<file path="src/rtl/tm1638_pkg.sv">
// Shared types and constants for the TM1638 responder.
package tm1638_pkg;

  // Command class, taken from bits 7:6 of the first byte after STB falls.
  typedef enum logic [1:0] {
    CMD_NONE    = 2'b00,
    CMD_DATA    = 2'b01,
    CMD_DISPLAY = 2'b10,
    CMD_ADDR    = 2'b11
  } cmd_e;

  typedef enum logic [2:0] {
    ST_IDLE   = 3'd0,
    ST_CMD    = 3'd1,
    ST_WRITE  = 3'd2,
    ST_READ   = 3'd3,
    ST_IGNORE = 3'd4
  } state_e;

  localparam int READ_BIT    = 1;  // data command: 1 = key read
  localparam int FIXED_BIT   = 2;  // data command: 1 = fixed address
  localparam int DISP_ON_BIT = 3;  // display control: display enable
  localparam int RAM_DEPTH   = 16;

endpackage

</file>
<file path="src/rtl/tm1638_sync_edge.sv">
// N-stage synchronizer with registered rise/fall pulses.
// q is the synchronized level aligned with the rise/fall pulses, so a data
// line sampled through q lines up with an edge event on a sibling line.
module tm1638_sync_edge #(
  parameter int   STAGES  = 2,
  parameter logic RST_VAL = 1'b1
) (
  input  logic clk,
  input  logic rst,
  input  logic d,
  output logic q,
  output logic rise,
  output logic fall
);
  logic [STAGES-1:0] sync_q, sync_d;
  logic prev_q, prev_d, rise_q, rise_d, fall_q, fall_d;

  // Shift the pin through the chain and compare against the previous level.
  always_comb begin
    sync_d = {sync_q[STAGES-2:0], d};
    prev_d = sync_q[STAGES-1];
    rise_d = sync_q[STAGES-1] & ~prev_q;
    fall_d = ~sync_q[STAGES-1] & prev_q;
  end

  // State registers.
  always_ff @(posedge clk or posedge rst) begin
    if (rst) begin
      sync_q <= {STAGES{RST_VAL}};
      prev_q <= RST_VAL;
      rise_q <= 1'b0;
      fall_q <= 1'b0;
    end else begin
      sync_q <= sync_d;
      prev_q <= prev_d;
      rise_q <= rise_d;
      fall_q <= fall_d;
    end
  end

  assign q    = prev_q;
  assign rise = rise_q;
  assign fall = fall_q;
endmodule

</file>
<file path="src/rtl/tm1638_responder.sv">
// TM1638 device-side model: decodes STB/CLK/DIO commands, holds the display
// RAM and returns key-scan data on reads.
// Optional macro TM1638_RESP_KEY_SNAPSHOT_EN: when defined the whole key word
// is captured at read-command completion; otherwise each byte is reloaded
// from live i_Keys at its first falling edge.
module tm1638_responder import tm1638_pkg::*; #(
  parameter int SYNC_STAGES = 2,
  parameter int READ_WIDTH  = 32
) (
  input  logic                  i_Clk,
  input  logic                  i_Rst,
  input  logic                  i_SPI_Stb,
  input  logic                  i_SPI_Clk,
  input  logic                  i_SPI_Dio,
  output logic                  o_SPI_Dio,
  output logic                  o_SPI_Dio_Oe,
  input  logic [READ_WIDTH-1:0] i_Keys,
  input  logic [3:0]            i_Ram_Addr,
  output logic [7:0]            o_Ram_Data,
  output logic                  o_Display_On,
  output logic [2:0]            o_Brightness,
  output logic [2:0]            o_Diag_State
);
  localparam int CW = $clog2(READ_WIDTH + 1);

  logic stb_lvl, stb_rise, stb_fall;
  logic clk_lvl, clk_rise, clk_fall;
  logic dio_lvl, dio_rise, dio_fall;
  logic unused_sync;
  assign unused_sync = &{1'b0, stb_lvl, clk_lvl, dio_rise, dio_fall};

  // STB resets low so a strobe already low at reset release is not taken
  // as a new command; the FSM only starts after STB has been seen high.
  tm1638_sync_edge #(.STAGES(SYNC_STAGES), .RST_VAL(1'b0)) u_stb (
    .clk(i_Clk), .rst(i_Rst), .d(i_SPI_Stb), .q(stb_lvl), .rise(stb_rise), .fall(stb_fall));
  tm1638_sync_edge #(.STAGES(SYNC_STAGES), .RST_VAL(1'b1)) u_clk (
    .clk(i_Clk), .rst(i_Rst), .d(i_SPI_Clk), .q(clk_lvl), .rise(clk_rise), .fall(clk_fall));
  tm1638_sync_edge #(.STAGES(SYNC_STAGES), .RST_VAL(1'b0)) u_dio (
    .clk(i_Clk), .rst(i_Rst), .d(i_SPI_Dio), .q(dio_lvl), .rise(dio_rise), .fall(dio_fall));

  state_e                        state_q, state_d;
  logic [2:0]                    cnt_q, cnt_d;
  logic [7:0]                    sr_q, sr_d;
  logic [3:0]                    ptr_q, ptr_d;
  logic                          fixed_q, fixed_d;
  logic [CW-1:0]                 rcnt_q, rcnt_d, fcnt_q, fcnt_d;
  logic [READ_WIDTH-1:0]         tx_q, tx_d;
  logic                          dio_q, dio_d, oe_q, oe_d, on_q, on_d;
  logic [2:0]                    br_q, br_d;
  logic [RAM_DEPTH-1:0][7:0]     ram_q, ram_d;
  logic [7:0]                    rdat_q, rdat_d;
  logic [7:0]                    byte_in;
  logic [READ_WIDTH-1:0]         cur;

  // Command decode, byte assembly, RAM writes and key-data shifting.
  always_comb begin
    state_d = state_q; cnt_d = cnt_q; sr_d = sr_q; ptr_d = ptr_q;
    fixed_d = fixed_q; rcnt_d = rcnt_q; fcnt_d = fcnt_q; tx_d = tx_q;
    dio_d = dio_q; oe_d = oe_q; on_d = on_q; br_d = br_q; ram_d = ram_q;
    byte_in = {dio_lvl, sr_q[7:1]};
    cur     = tx_q;
    rdat_d  = ram_q[i_Ram_Addr];
    if (stb_rise) begin
      // STB rise wins over any concurrent clock edge; partial byte dropped.
      state_d = ST_IDLE; cnt_d = 3'd0; oe_d = 1'b0; dio_d = 1'b0;
    end else begin
      case (state_q)
        ST_IDLE: if (stb_fall) begin state_d = ST_CMD; cnt_d = 3'd0; end
        ST_CMD: if (clk_rise) begin
          sr_d  = byte_in;
          cnt_d = cnt_q + 3'd1;
          if (cnt_q == 3'd7) begin
            state_d = ST_IGNORE;
            case (byte_in[7:6])
              CMD_DATA:
                if (byte_in[READ_BIT]) begin
                  state_d = ST_READ; tx_d = i_Keys;
                  rcnt_d = '0; fcnt_d = '0;
                end else fixed_d = byte_in[FIXED_BIT];
              CMD_DISPLAY: begin on_d = byte_in[DISP_ON_BIT]; br_d = byte_in[2:0]; end
              CMD_ADDR: begin state_d = ST_WRITE; ptr_d = byte_in[3:0]; end
              default: ;
            endcase
          end
        end
        ST_WRITE: if (clk_rise) begin
          sr_d  = byte_in;
          cnt_d = cnt_q + 3'd1;
          if (cnt_q == 3'd7) begin
            ram_d[ptr_q] = byte_in;
            if (!fixed_q) ptr_d = ptr_q + 4'd1;
          end
        end
        ST_READ: if (clk_rise) begin
          rcnt_d = rcnt_q + CW'(1);
          if (rcnt_q == CW'(READ_WIDTH - 1)) begin
            state_d = ST_IGNORE; oe_d = 1'b0; dio_d = 1'b0;
          end
        end else if (clk_fall) begin
`ifndef TM1638_RESP_KEY_SNAPSHOT_EN
          if (fcnt_q[2:0] == 3'd0) cur = i_Keys >> fcnt_q;
`endif
          dio_d  = cur[0];
          tx_d   = cur >> 1;
          oe_d   = 1'b1;
          fcnt_d = fcnt_q + CW'(1);
        end
        ST_IGNORE: ;
        default: state_d = ST_IDLE;
      endcase
    end
  end

  // State registers.
  always_ff @(posedge i_Clk or posedge i_Rst) begin
    if (i_Rst) begin
      state_q <= ST_IDLE; cnt_q <= '0; sr_q <= '0; ptr_q <= '0; fixed_q <= 1'b0;
      rcnt_q <= '0; fcnt_q <= '0; tx_q <= '0; dio_q <= 1'b0; oe_q <= 1'b0;
      on_q <= 1'b0; br_q <= '0; ram_q <= '0; rdat_q <= '0;
    end else begin
      state_q <= state_d; cnt_q <= cnt_d; sr_q <= sr_d; ptr_q <= ptr_d; fixed_q <= fixed_d;
      rcnt_q <= rcnt_d; fcnt_q <= fcnt_d; tx_q <= tx_d; dio_q <= dio_d; oe_q <= oe_d;
      on_q <= on_d; br_q <= br_d; ram_q <= ram_d; rdat_q <= rdat_d;
    end
  end

  assign o_SPI_Dio    = dio_q;
  assign o_SPI_Dio_Oe = oe_q;
  assign o_Ram_Data   = rdat_q;
  assign o_Display_On = on_q;
  assign o_Brightness = br_q;
  assign o_Diag_State = state_q;
endmodule

</file>
<file path="config.mk">
export PLATFORM = sky130hd
export DESIGN_NAME = tm1638_responder
export DESIGN_NICKNAME = d
export VERILOG_FILES = /design/src/rtl/tm1638_pkg.sv /design/src/rtl/tm1638_sync_edge.sv /design/src/rtl/tm1638_responder.sv
export SDC_FILE = /design/constraint.sdc
export NUM_CORES = 1
export LEC_CHECK = 0
export ABC_AREA = 1
export CORE_MARGIN = 3
export CORE_UTILIZATION = 57
export CTS_BUF_LIST = sky130_fd_sc_hd__clkbuf_2 sky130_fd_sc_hd__clkbuf_4 sky130_fd_sc_hd__clkbuf_8
export DETAILED_ROUTE_END_ITERATION = 16
export GPL_TIMING_DRIVEN = 0
export PLACE_DENSITY = 0.78
export SETUP_SLACK_MARGIN = 0.1
export SYNTH_ARGS = -nofsm -noshare
export SYNTH_HDL_FRONTEND = slang
export SYNTH_SLANG_ARGS = --single-unit
export TNS_END_PERCENT = 100
</file>
<file path="constraint.sdc">
create_clock -name i_Clk -period 7.95 [get_ports i_Clk]
set_clock_uncertainty 0.15 [all_clocks]
set_input_delay 1.59 -clock i_Clk [delete_from_list [all_inputs] [get_ports i_Clk]]
set_output_delay 1.59 -clock i_Clk [all_outputs]
set_load 0.1 [all_outputs]
</file>
==> metrics.txt, run 1 <==
die width=151 µm; Wirelength per Cell=19.6 µm; RSZ-0062 raised after global routing=no; async set or reset register ratio after synthesis=1.00; most frequent cell after synthesis=nand2_1; synth warn=0; Simple-Gate Fraction of Synth Area=0.296; sequential element share of the synthesized area=0.456; met1 Usage GRT=0.475; post-route ant nets=0; switching part of the total power=0.331; initial drt markers=1043; Tcrit/Tclk final=0.499; Max Slew Vio Count=0; max frequency=252 MHz; share of the synthesized area in the top cell type=0.450; syn nets=1579; Initial DRT Pass Iterations=6; Post-DP HPWL=27100 µm; Synth Area in Compound Gates=0.134; gpl congestion=1.01; Cells after Synth=1529; Synth-to-Final Area Change=14.4%; layout cells sized above 1=0.0964; Area contributors post-synth=dfrtp_1 (45%), nand2_1 (14%), nand3_1 (10%), o21ai_0 (4.4%), o21ai_1 (3.9%); remaining global-route overflow=0; Post-synth top cells=nand2_1 (429), nand3_1 (249), dfrtp_1 (214); Setup-failing EPs final=0; fin crit period=3.96 ns; pin count of the biggest net entering global routing=114; Mapped Area=11900 µm²; static leakage=6.11 nW; CP arrival=2.22 ns; crit path kind=reg2out; crit start category=flip-flop; residual DRC count=0; Num CTS Buffers=38; top cell type by total area after synthesis=dfrtp_1; max-slew headroom at the worst pin=0.344; TritonCTS clock tree=yes; largest family of logic cells by synthesized area=simple AND/OR/NAND/NOR gates; Final nets=1673; Hold Crit Depth=0; number of synthesized flops with an enable pin=0; Vias=11500; FF-to-FF path depth=11; WP data required=6.21 ns; sw power=1.00 mW; Chip Height=151 µm; CTS clk-pin slew, worst paths=0.05 ns; Flop pwr share=0.428; Peak supply drop=179 µV; Worst-Skew Late Latency=0.52 ns; critical path's top delay family=buffers and inverters; Post-CTS Hold Buffers=0; CTS H-Tree Depth=2; WP depth=1; # IOs=58; actual slew at the worst max-slew pin=0.981 ns; Most Crowded Layer GR=met2; Post-Synth XOR/XNOR Area=0.00515; post-CTS sizing=0; Crit-path slowest cell=clkdlybuf4s50_1; # Post-CTS Setup Buffers=0; max cap viols=0; vias per cell=5.98; initial antenna violation count=0; outcome=finished, final reports clean; total chip power=3.03 mW; PnR worst setup slack=3.99 ns; CP Capture Type=primary output; synthesized flop and latch total=217; GR Util met3=0.0843; CP Buf/Inv Count=1; Worst path max stage delay=1.20 ns; Finished Core Util=0.669; CTS Root Cell=clkbuf_8; Bufs on Longest Clock Path=3; GRT Resource Usage Total=0.333; total die area=22700 µm²; CORE AREA=20400 µm²; Int Power=2.03 mW; Final Hold Fails=0; Comb power frac=0.218; worst hold path class=reg2reg; Antenna Cells=0; Synth Area in Adders=0.00945; ordered cell list for the critical path=clkdlybuf4s50_1; multiplexer area fraction after synthesis=0.0269; power share of the clock group=0.355; CP max FO=6; Routed WL=37500 µm; GR Util met2=0.500; Buffers on Ports=53; ys flop type=dfrtp_1; Netlist cell types=40; row count=52; mean post-synth cell area=7.79 µm²; Pwr Density=222 nW/µm²; clk sinks=217; first-pass GRT wire length=58300 µm; post-place setup slack=4.51 ns; Initial Util=0.585; vias in the first global route=11000
sequential cells by signal, summed over array words and instances, names as in the netlist, 2 cells and up:
name	count
tx_q	32
ram_q	128
sr_q	7
o_Brightness	3
rcnt_q	6
cnt_q	3
u_dio.sync_q	2
u_clk.sync_q	2
o_Ram_Data	8
ptr_q	4
u_stb.sync_q	2
o_Diag_State	3
fcnt_q	6
metal layers:
metal  part of all wire  vias to the layer above
met5                  0                        -
met4              0.027                        0
met3              0.098                       83
met2               0.44                      563
met1               0.44                     5508
li1                   -                     5331
worst paths after layout:
kind / from / endpoint / slack [ns]
setup / recovery: o_Diag_State[1] / o_Diag_State[1] / 3.99
hold / removal: u_dio.sync_q[1] / u_dio.q / 0.20
setup reg to reg: fcnt_q[0] / tx_q[4] / 4.91
hold reg to reg: u_dio.sync_q[1] / u_dio.q / 0.20
max in group asynchronous: i_Rst / tx_q[2] / 5.17
min in group asynchronous: i_Rst / ram_q[116] / 1.45
cell families (layout without fill, tap and decap cells):
kind of cell,Yosys count,count (layout)
multiplexers,32,32
AO/OA/AOI/OAI,293,293
XOR/XNOR,7,7
AND/OR/NAND/NOR,785,785
buffers and inverters,186,307
flip-flops,217,217
adder cells (fa/ha/maj),9,9
power by group through the flow:
stage	Sequential, mW	Clock (mW)	Combinational [mW]
finish	1.30	1.07	0.659
detailed placement	1.31	0	0.647
floorplan	1.36	0	0.380
global route	1.31	1.14	0.724
CTS	1.29	1.09	0.652
global placement	1.31	0	0.632
cell usage in the layout (no fill, tap or decap), types with 12 or more instances in the layout:
master	synthesis	layout
nand2_1	429	429
nand3_1	249	249
dfrtp_1	214	214
o21ai_0	104	104
o21ai_1	94	94
inv_1	79	78
nor2_1	69	69
clkdlybuf4s50_1	0	53
clkbuf_8	0	50
a21oi_1	44	44
o211ai_1	43	43
clkbuf_1	39	39
buf_2	35	35
mux2i_1	32	32
clkbuf_4	0	13
nand3_4	12	12
buf_6	12	12
cell type report:
| class | instances | area [µm²] |
|---|---|---|
| inverter | 89 | 343 |
| clock buffer | 63 | 786 |
| buffer | 97 | 526 |
| clock inverter | 4 | 28.8 |
| multi-input combinational | 1126 | 5620 |
| fill | 1751 | 6740 |
| tap | 270 | 338 |
| timing repair buffer | 54 | 558 |
| sequential | 217 | 5430 |
metrics by stage:
stage / hold WS [ns] / instance area [µm²] / cells / TNS [ns]
floorplan: 0.181 / 11900 / 1529 / 0
global placement: 0.182 / 12800 / 1852 / -508.02
detailed placement: 0.188 / 12800 / 1853 / 0
CTS: 0.201 / 13600 / 1920 / 0
global route: 0.203 / 13600 / 1920 / 0
finish: 0.199 / 13600 / 1920 / 0
Note: power is estimated with default switching activity, not from simulation.
==> run 2, diff against run 1 <==
==> constraint.sdc (replaced) <==
create_clock -name i_Clk -period 3.4 [get_ports i_Clk]
set_clock_uncertainty 0.15 [all_clocks]
set_input_delay 0.68 -clock i_Clk [delete_from_list [all_inputs] [get_ports i_Clk]]
set_output_delay 0.68 -clock i_Clk [all_outputs]
set_load 0.1 [all_outputs]
==> metrics.txt, run 2 (same netlist as run 1, synthesis figures left out) <==
Num CTS Buffers=37; CP arrival=2.24 ns; worst hold path class=reg2reg; Antenna Cells=0; CORE AREA=20400 µm²; initial antenna violation count=0; most common cell after layout, fill and taps aside=nand2_1; pin count of the biggest net entering global routing=43; Chip Height=151 µm; GRT Resource Usage Total=0.336; # IOs=58; Bufs on Longest Clock Path=3; max frequency=326 MHz; max reg flops=128; gpl congestion=1.07; Buffers on Ports=53; actual slew at the worst max-slew pin=0.978 ns; first-pass GRT wire length=59100 µm; crit path kind=reg2out; CTS H-Tree Depth=2; finished layout cell area=13700 µm²; remaining global-route overflow=0; CTS Root Cell=clkbuf_8; Synth-to-Final Area Change=15.2%; Peak supply drop=438 µV; Crit-path slowest cell=clkdlybuf4s50_1; CP max FO=6; Worst-Skew Late Latency=0.54 ns; static leakage=6.14 nW; Hold Slack=0.201 ns; WL met3=3650 µm; Vias=11400; die width=151 µm; row count=52; Wirelength per Cell=19.4 µm; layout cells sized above 1=0.0980; post-CTS sizing=0; Biggest register=ram_q; clk sinks=217; RSZ-0062 raised after global routing=no; fin crit period=3.07 ns; Tcrit/Tclk final=0.902; initial drt markers=1309; WP data required=2.57 ns; CP Capture Type=primary output; Post-DP HPWL=27500 µm; vias in the first global route=11000; Final Hold Fails=0; Worst path max stage delay=1.20 ns; CTS clk-pin slew, worst paths=0.06 ns; met2 WL=16700 µm; r2r setup slk=0.49 ns; post-route ant nets=0; Initial Util=0.585; total chip power=7.13 mW; Routed WL=37400 µm; # Post-CTS Setup Buffers=0; Initial DRT Pass Iterations=8; most frequent cells in the layout=nand2_1 (429), nand3_1 (249), dfrtp_1 (214), o21ai_0 (104), o21ai_1 (94); Max Slew Vio Count=0; total die area=22700 µm²; Setup-failing EPs final=0; max cap viols=0; residual DRC count=0; vias per cell=5.93; max-slew headroom at the worst pin=0.346; ordered cell list for the critical path=clkdlybuf4s50_1; Pwr Density=519 nW/µm²; outcome=finished, final reports clean; Routed met1 length=16200 µm; highest routing layer actually used=met4; critical path's top delay family=buffers and inverters; CP Buf/Inv Count=1; DP Area=12900 µm²; crit start category=flip-flop; Final nets=1677; Post-CTS Hold Buffers=0; TritonCTS clock tree=yes
==> run 2: cell types whose count changed in the layout (fill, tap and decap cells not counted) <==
cell | before | now
clkbuf_8 | 50 | 48
clkinvlp_4 | 1 | 3
buf_16 | 1 | 0
inv_8 | 2 | 0
buf_12 | 1 | 7
clkinv_8 | 0 | 1
bufinv_16 | 0 | 1
clkbuf_4 | 13 | 11
==> run 2: final timing paths <==
path                                  from               to  cells after the start
max                        o_Diag_State[1]  o_Diag_State[1]                      1
min                        u_stb.sync_q[0]  u_stb.sync_q[1]                      0
max reg2reg                      fcnt_q[0]          tx_q[6]                     11
min reg2reg                u_stb.sync_q[0]  u_stb.sync_q[1]                      0
max in group asynchronous            i_Rst          u_clk.q                      5
min in group asynchronous            i_Rst       ram_q[127]                      2
==> run 2: worst reg2reg max path: stages, from the launching register on <==
cell and delay, ns:
dfrtp_1 0.43, buf_2 0.19, inv_2 0.16, buf_2 0.32, ha_1 0.24, nand2_2 0.13, nor3_2 0.41, buf_2 0.37
nand3_1 0.19, nand3_1 0.13, nand2_1 0.05, nand2_1 0.07
==> run 2: layout make-up <==
type	instances	area [µm²]
inverters	89	339
flip-flops and latches	217	5430
plain buffers	97	526
clock inverters	6	71.3
fillers	1750	6650
clock buffers	59	743
multi-input cells	1126	5620
repair buffers	59	651
well taps	270	338
==> run 2: report_power, final <==
| part | switching (mW) | leakage, nW | total, mW | internal (mW) |
|---|---|---|---|---|
| Clock | 1.07 | 0.425 | 2.54 | 1.47 |
| Sequential | 0.176 | 2.92 | 3.03 | 2.85 |
| Combinational | 1.12 | 2.80 | 1.56 | 0.434 |
==> run 2: through the flow <==
step | setup WS, ns | utilization | TNS [ns] | std cells
6_report | 0.333 | 0.674 | 0 | 1923
2_1_floorplan | -0.254 | - | -54.29 | 1529
3_3_place_gp | -1.88 | 0.628 | -398.46 | 1852
5_1_grt | 0.271 | 0.674 | 0 | 1923
4_1_cts | 0.313 | 0.674 | 0 | 1923
3_5_place_dp | 0.626 | 0.634 | 0 | 1858
==> run 2: routing by layer <==
layer  GRT usage  vias to the layer above
met4      0.0910                        0
met5           0                        -
met2       0.515                      499
met3      0.0747                       70
li1            -                     5336
met1       0.484                     5491
